<file path="config.mk">
export PLATFORM = sky130hd
export DESIGN_NAME = line_setup_ctrl
export DESIGN_NICKNAME = d
export VERILOG_FILES = /design/src/rtl/lda_pkg.sv /design/src/rtl/lda_normalise.sv /design/src/rtl/line_setup_ctrl.sv
export SDC_FILE = /design/constraint.sdc
export NUM_CORES = 1
export LEC_CHECK = 0
export CAP_MARGIN = 20
export CORE_MARGIN = 10
export CORE_UTILIZATION = 42
export DETAILED_ROUTE_END_ITERATION = 10
export PLACE_DENSITY = 0.72
export SLEW_MARGIN = 20
export SYNTH_ARGS = -nofsm -noshare
export SYNTH_HDL_FRONTEND = slang
export SYNTH_SLANG_ARGS = --single-unit
export TNS_END_PERCENT = 50
</file>
<file path="constraint.sdc">
create_clock -name CLOCK_50 -period 6.4 [get_ports CLOCK_50]
set_input_delay 0.96 -clock CLOCK_50 [delete_from_list [all_inputs] [get_ports CLOCK_50]]
set_output_delay 0.96 -clock CLOCK_50 [all_outputs]
set_load 0.005 [all_outputs]
</file>
<file path="src/rtl/lda_pkg.sv">
// Shared types and constants for the line setup controller.
// Holds the FSM encoding, datapath widths and watchdog limit.
package lda_pkg;

  localparam int COORD_W = 9;
  localparam int CNT_W   = 16;
  localparam int WD_W    = 12;

  localparam logic [WD_W-1:0] WD_LIMIT = 12'd4095;

  typedef logic [COORD_W-1:0] coord_t;
  typedef logic [CNT_W-1:0]   count_t;
  typedef logic [WD_W-1:0]    wd_t;

  typedef enum logic [2:0] {
    S_IDLE      = 3'd0,
    S_CAPTURE   = 3'd1,
    S_ABS       = 3'd2,
    S_SWAP      = 3'd3,
    S_START     = 3'd4,
    S_WAIT_DONE = 3'd5,
    S_RELEASE   = 3'd6
  } state_e;

  function automatic coord_t abs_diff(
    input coord_t a,
    input coord_t b
  );
    return (a > b) ? (a - b) : (b - a);
  endfunction

endpackage

</file>
<file path="src/rtl/lda_normalise.sv">
// Steep detection and endpoint normalisation for the line engine.
// Purely combinational; the parent registers the results.
module lda_normalise
  import lda_pkg::*;
(
  input  coord_t x0,
  input  coord_t y0,
  input  coord_t x1,
  input  coord_t y1,
  input  coord_t dx,
  input  coord_t dy,
  output logic   steep,
  output coord_t nx0,
  output coord_t ny0,
  output coord_t nx1,
  output coord_t ny1
);

  coord_t ax0, ay0, ax1, ay1;

  // Transpose for steep lines, then order endpoints by x
  always_comb begin
    steep = (dy > dx);
    ax0 = steep ? y0 : x0;
    ay0 = steep ? x0 : y0;
    ax1 = steep ? y1 : x1;
    ay1 = steep ? x1 : y1;
    nx0 = ax0;
    ny0 = ay0;
    nx1 = ax1;
    ny1 = ay1;
    if (ax0 > ax1) begin
      nx0 = ax1;
      ny0 = ay1;
      nx1 = ax0;
      ny1 = ay0;
    end
  end

endmodule

</file>
<file path="src/rtl/line_setup_ctrl.sv">
// Line setup controller: captures a request, normalises it and
// drives the line engine. Optional watchdog: LINE_SETUP_TIMEOUT_EN.
module line_setup_ctrl
  import lda_pkg::*;
(
  input  logic               CLOCK_50,
  input  logic               reset,
  input  logic               req_valid,
  output logic               req_ready,
  input  logic [COORD_W-1:0] x0,
  input  logic [COORD_W-1:0] y0,
  input  logic [COORD_W-1:0] x1,
  input  logic [COORD_W-1:0] y1,
  output logic [COORD_W-1:0] realx0,
  output logic [COORD_W-1:0] realy0,
  output logic [COORD_W-1:0] realx1,
  output logic [COORD_W-1:0] realy1,
  output logic               steep,
  output logic               stt,
  input  logic               done,
  output logic               busy,
  output logic [CNT_W-1:0]   lines_drawn,
  output logic               timeout
);

  state_e state_q, state_d;
  coord_t cx0_q, cy0_q, cx1_q, cy1_q;
  coord_t cx0_d, cy0_d, cx1_d, cy1_d;
  coord_t dx_q, dy_q, dx_d, dy_d;
  coord_t rx0_q, ry0_q, rx1_q, ry1_q;
  coord_t rx0_d, ry0_d, rx1_d, ry1_d;
  logic   steep_q, steep_d;
  count_t lines_q, lines_d;

  logic   n_steep;
  coord_t n_x0, n_y0, n_x1, n_y1;

`ifdef LINE_SETUP_TIMEOUT_EN
  wd_t  wd_q, wd_d;
  logic to_q, to_d;
`endif

  lda_normalise u_norm (
    .x0    (cx0_q),
    .y0    (cy0_q),
    .x1    (cx1_q),
    .y1    (cy1_q),
    .dx    (dx_q),
    .dy    (dy_q),
    .steep (n_steep),
    .nx0   (n_x0),
    .ny0   (n_y0),
    .nx1   (n_x1),
    .ny1   (n_y1)
  );

  // Next-state and datapath updates for the setup sequence
  always_comb begin
    state_d = state_q;
    cx0_d   = cx0_q;
    cy0_d   = cy0_q;
    cx1_d   = cx1_q;
    cy1_d   = cy1_q;
    dx_d    = dx_q;
    dy_d    = dy_q;
    rx0_d   = rx0_q;
    ry0_d   = ry0_q;
    rx1_d   = rx1_q;
    ry1_d   = ry1_q;
    steep_d = steep_q;
    lines_d = lines_q;
`ifdef LINE_SETUP_TIMEOUT_EN
    wd_d    = wd_q;
    to_d    = to_q;
`endif
    unique case (state_q)
      S_IDLE: begin
        if (req_valid) begin
          cx0_d   = x0;
          cy0_d   = y0;
          cx1_d   = x1;
          cy1_d   = y1;
          state_d = S_CAPTURE;
        end
      end
      S_CAPTURE: state_d = S_ABS;
      S_ABS: begin
        dx_d    = abs_diff(cx1_q, cx0_q);
        dy_d    = abs_diff(cy1_q, cy0_q);
        state_d = S_SWAP;
      end
      S_SWAP: begin
        rx0_d   = n_x0;
        ry0_d   = n_y0;
        rx1_d   = n_x1;
        ry1_d   = n_y1;
        steep_d = n_steep;
        state_d = S_START;
      end
      S_START: begin
`ifdef LINE_SETUP_TIMEOUT_EN
        wd_d    = '0;
`endif
        state_d = S_WAIT_DONE;
      end
      S_WAIT_DONE: begin
        if (done) begin
          lines_d = lines_q + 16'd1;
          state_d = S_RELEASE;
        end
`ifdef LINE_SETUP_TIMEOUT_EN
        else if (wd_q == WD_LIMIT - 12'd1) begin
          to_d    = 1'b1;
          state_d = S_RELEASE;
        end else begin
          wd_d = wd_q + 12'd1;
        end
`endif
      end
      S_RELEASE: begin
        if (!done) state_d = S_IDLE;
      end
      default: state_d = S_IDLE;
    endcase
  end

  // State and datapath registers
  always_ff @(posedge CLOCK_50 or posedge reset) begin
    if (reset) begin
      state_q <= S_IDLE;
      cx0_q   <= '0;
      cy0_q   <= '0;
      cx1_q   <= '0;
      cy1_q   <= '0;
      dx_q    <= '0;
      dy_q    <= '0;
      rx0_q   <= '0;
      ry0_q   <= '0;
      rx1_q   <= '0;
      ry1_q   <= '0;
      steep_q <= 1'b0;
      lines_q <= '0;
    end else begin
      state_q <= state_d;
      cx0_q   <= cx0_d;
      cy0_q   <= cy0_d;
      cx1_q   <= cx1_d;
      cy1_q   <= cy1_d;
      dx_q    <= dx_d;
      dy_q    <= dy_d;
      rx0_q   <= rx0_d;
      ry0_q   <= ry0_d;
      rx1_q   <= rx1_d;
      ry1_q   <= ry1_d;
      steep_q <= steep_d;
      lines_q <= lines_d;
    end
  end

`ifdef LINE_SETUP_TIMEOUT_EN
  // Watchdog counter and sticky abort flag
  always_ff @(posedge CLOCK_50 or posedge reset) begin
    if (reset) begin
      wd_q <= '0;
      to_q <= 1'b0;
    end else begin
      wd_q <= wd_d;
      to_q <= to_d;
    end
  end

  assign timeout = to_q;
`else
  assign timeout = 1'b0;
`endif

  assign req_ready   = (state_q == S_IDLE);
  assign busy        = (state_q != S_IDLE);
  assign stt         = (state_q == S_START) ||
                       (state_q == S_WAIT_DONE);
  assign realx0      = rx0_q;
  assign realy0      = ry0_q;
  assign realx1      = rx1_q;
  assign realy1      = ry1_q;
  assign steep       = steep_q;
  assign lines_drawn = lines_q;

endmodule

</file>
==> impl_metrics.csv <==
group,metric,value,unit
finish,utilization,52.4,%
synth,syn_nets,808,
finish,multi_input_area,0.00351,mm²
finish,largest_reg_flops,16,
flow_run,drv_cap,0,
setup_path,critPathRequiredTime,6.58,ns
global_routing,grt_pass1_wl,26600,µm
hold_path,hold_path.class,"reg2reg",
global_routing,overflow,0,
synth,synth.ff_latch_count,110,
clock_network,cts.clk_slew.worst_paths,0.07,ns
floorplan,die_area,0.0213,mm²
synth,yosys_warnings,0,
detailed_routing,vias,5220,
synth,synthTopCellsByArea,"dfrtp_1 (41%), ha_1 (10%), mux2i_1 (7.8%), nand2_1 (5.7%), o221ai_1 (4.2%)",
clock_network,insertion_delay,0.35,ns
timing,hold_violations,0,
global_routing,grt_max_degree,71,
floorplan,start_util,43.3,%
timing,worstMarginPinSlew,1.05,ns
synth,yosysMostFrequentCell,"dfrtp_1",
timing,maxSlewHeadroom,30.0,%
setup_path,arrival,4.80,ns
detailed_routing,antenna_left,0,
hold_path,holdPathStages,1,
finish,fillCellCount,1444,
timing,timing.fmax,0.216,GHz
detailed_routing,drc,0,
detailed_routing,firstDrtPassIters,5,
synth,ys_types,53,
timing,period_minus_slack,4.63,ns
clock_network,cts_made_buffers,9,
timing,setup_slack,1.77,ns
placement,post-place-ws,1.79,ns
synth,ys_seq_area_share,41.3,%
floorplan,fp.coreArea,0.0154,mm²
detailed_routing,avgViaCountPerCell,5.21,
detailed_routing,routed_wl,16300,µm
clock_network,cts_tree,"done",
clock_network,htree_levels,3,
detailed_routing,drtIter0Drc,256,
timing,setup_violations,0,
setup_path,crit_type,"reg2reg",
placement,post-dp-hpwl,12300,µm
synth,synth_async_sr_flop_share,100,%
synth,synth_top_area_cell,"dfrtp_1",
setup_path,r2r_cells,16,
floorplan,fp.dieW,146,µm
clock_network,cts.sinks,110,
synth,synth_ff_type,"dfrtp_1",
timing,finalSetupTns,0,ns
detailed_routing,avgRoutedWirePerCell,16.3,µm
clock_network,cts_resized,0,
global_routing,grt.total_usage,15.2,%
finish,regArea,0.00275,mm²
timing,slew_violations,0,
finish,final_layout_size_suffix_gt1_share,4.43,%
timing,rsz0062_at_grt,"false",
floorplan,io_pins,97,
placement,placed_cell_area,0.00775,mm²
timing,finalCritPeriodShare,72.3,%
floorplan,die_y,146,µm
setup_path,critPathLaunchType,"flip-flop",
finish,antennaDiodeCount,0,
global_routing,grt_pass1_vias,5097,
setup_path,cp_max_fo,37,
clock_network,cts_setup_buffers,0,
timing,clock_skew,0.00996,ns
clock_network,clockBufferDepth,2,
outcome,status,"complete, no violations",
synth,syn-cell-area,0.00666,mm²
synth,synth_edf_count,0,
floorplan,rows,45,
finish,syn2layout_area_growth,21.0,%
setup_path,worstSetupEndpointType,"flip-flop",
global_routing,antenna_found_initial,0,
finish,nets,882,
finish,fin_area,0.00806,mm²
synth,netlist.area_leader.share,41.3,%
placement,gp_congestion,0.882,
placement,port_buffers,95,
synth,postSynthAreaPerCell,9.37,µm²
clock_network,postCtsHoldBufs,0,
synth,syn_inst,711,
synth,synth_commonest_cells,"dfrtp_1 (110), nand2_1 (102), inv_1 (64), ha_1 (53), mux2i_1 (52)",
clock_network,cts_root_buffer,"clkbuf_16",
## routing by layer
| metal | routed length, µm | up-vias | GRT usage (%) |
|---|---|---|---|
| met5 | 0 | - | 0 |
| met4 | 462 | 0 | 5.97 |
| met3 | 830 | 24 | 3.10 |
| met2 | 7290 | 139 | 23.3 |
| met1 | 7680 | 2444 | 20.4 |
| li1 | - | 2613 | - |
## cell families after synthesis
family	after synthesis	share of synthesized area, %
AO/OA/AOI/OAI	156	15.0
XOR/XNOR	30	3.95
adder cells (fa/ha/maj)	57	11.2
buffers and inverters	100	6.05
flip-flops	110	41.3
multiplexers	58	8.83
other	1	0.0563
AND/OR/NAND/NOR	199	13.6
## stage by stage
stage          hold slack [ns]  instances
3_3_place_gp             0.459        984
4_1_cts                  0.478       1001
3_5_place_dp             0.468        985
6_report                 0.468       1001
2_1_floorplan            0.468        711
5_1_grt                  0.503       1001
## layout make-up
cell class / count / share of cell area [%]
Multi-Input combinational cell: 501 / 43.6
Sequential cell: 110 / 34.2
Timing Repair Buffer: 99 / 12.2
Tap cell: 211 / 3.28
Clock buffer: 11 / 3.01
Inverter: 64 / 3.01
Clock inverter: 5 / 0.730
## critical path, cell delays in order, from the launching register on
cell and delay (ns):
dfrtp_1 0.35, inv_1 0.05, ha_1 0.31, nand3_1 0.08
a21boi_0 0.37, o211ai_2 0.17, nand2_4 0.47, mux2i_1 0.37
inv_1 0.09, ha_1 0.32, and3_1 0.19, o21ai_0 0.09
a31o_2 0.24, nand2_1 0.14, nand2_1 0.14, nand2_1 0.79
o221ai_1 0.27
## layout by cell type, fill, tap and decap left out, types with 14 or more instances in the layout
cell type          n
dfrtp_1          110
o221ai_1          32
clkdlybuf4s50_1   95
nand3_1           14
nor2_1            33
ha_1              53
o21ai_0           51
mux2i_1           52
a21oi_1           38
xnor2_1           23
inv_1             63
nand2_1          102
## final timing paths
path,end,start,slack [ns]
max reg2reg,realy0[7]$_DFFE_PP0P_,dx_q[3]$_DFFE_PP0P_,1.77
max in group asynchronous,dx_q[7]$_DFFE_PP0P_,reset,4.10
min reg2reg,lines_drawn[15]$_DFFE_PP0P_,lines_drawn[15]$_DFFE_PP0P_,0.47
max,realy0[7]$_DFFE_PP0P_,dx_q[3]$_DFFE_PP0P_,1.77
min in group asynchronous,lines_drawn[15]$_DFFE_PP0P_,reset,1.03
min,lines_drawn[15]$_DFFE_PP0P_,lines_drawn[15]$_DFFE_PP0P_,0.47
Power is left out: the tool's default activity adds up to more than one toggle a clock period on the data nets, which glitch-free logic cannot reach.
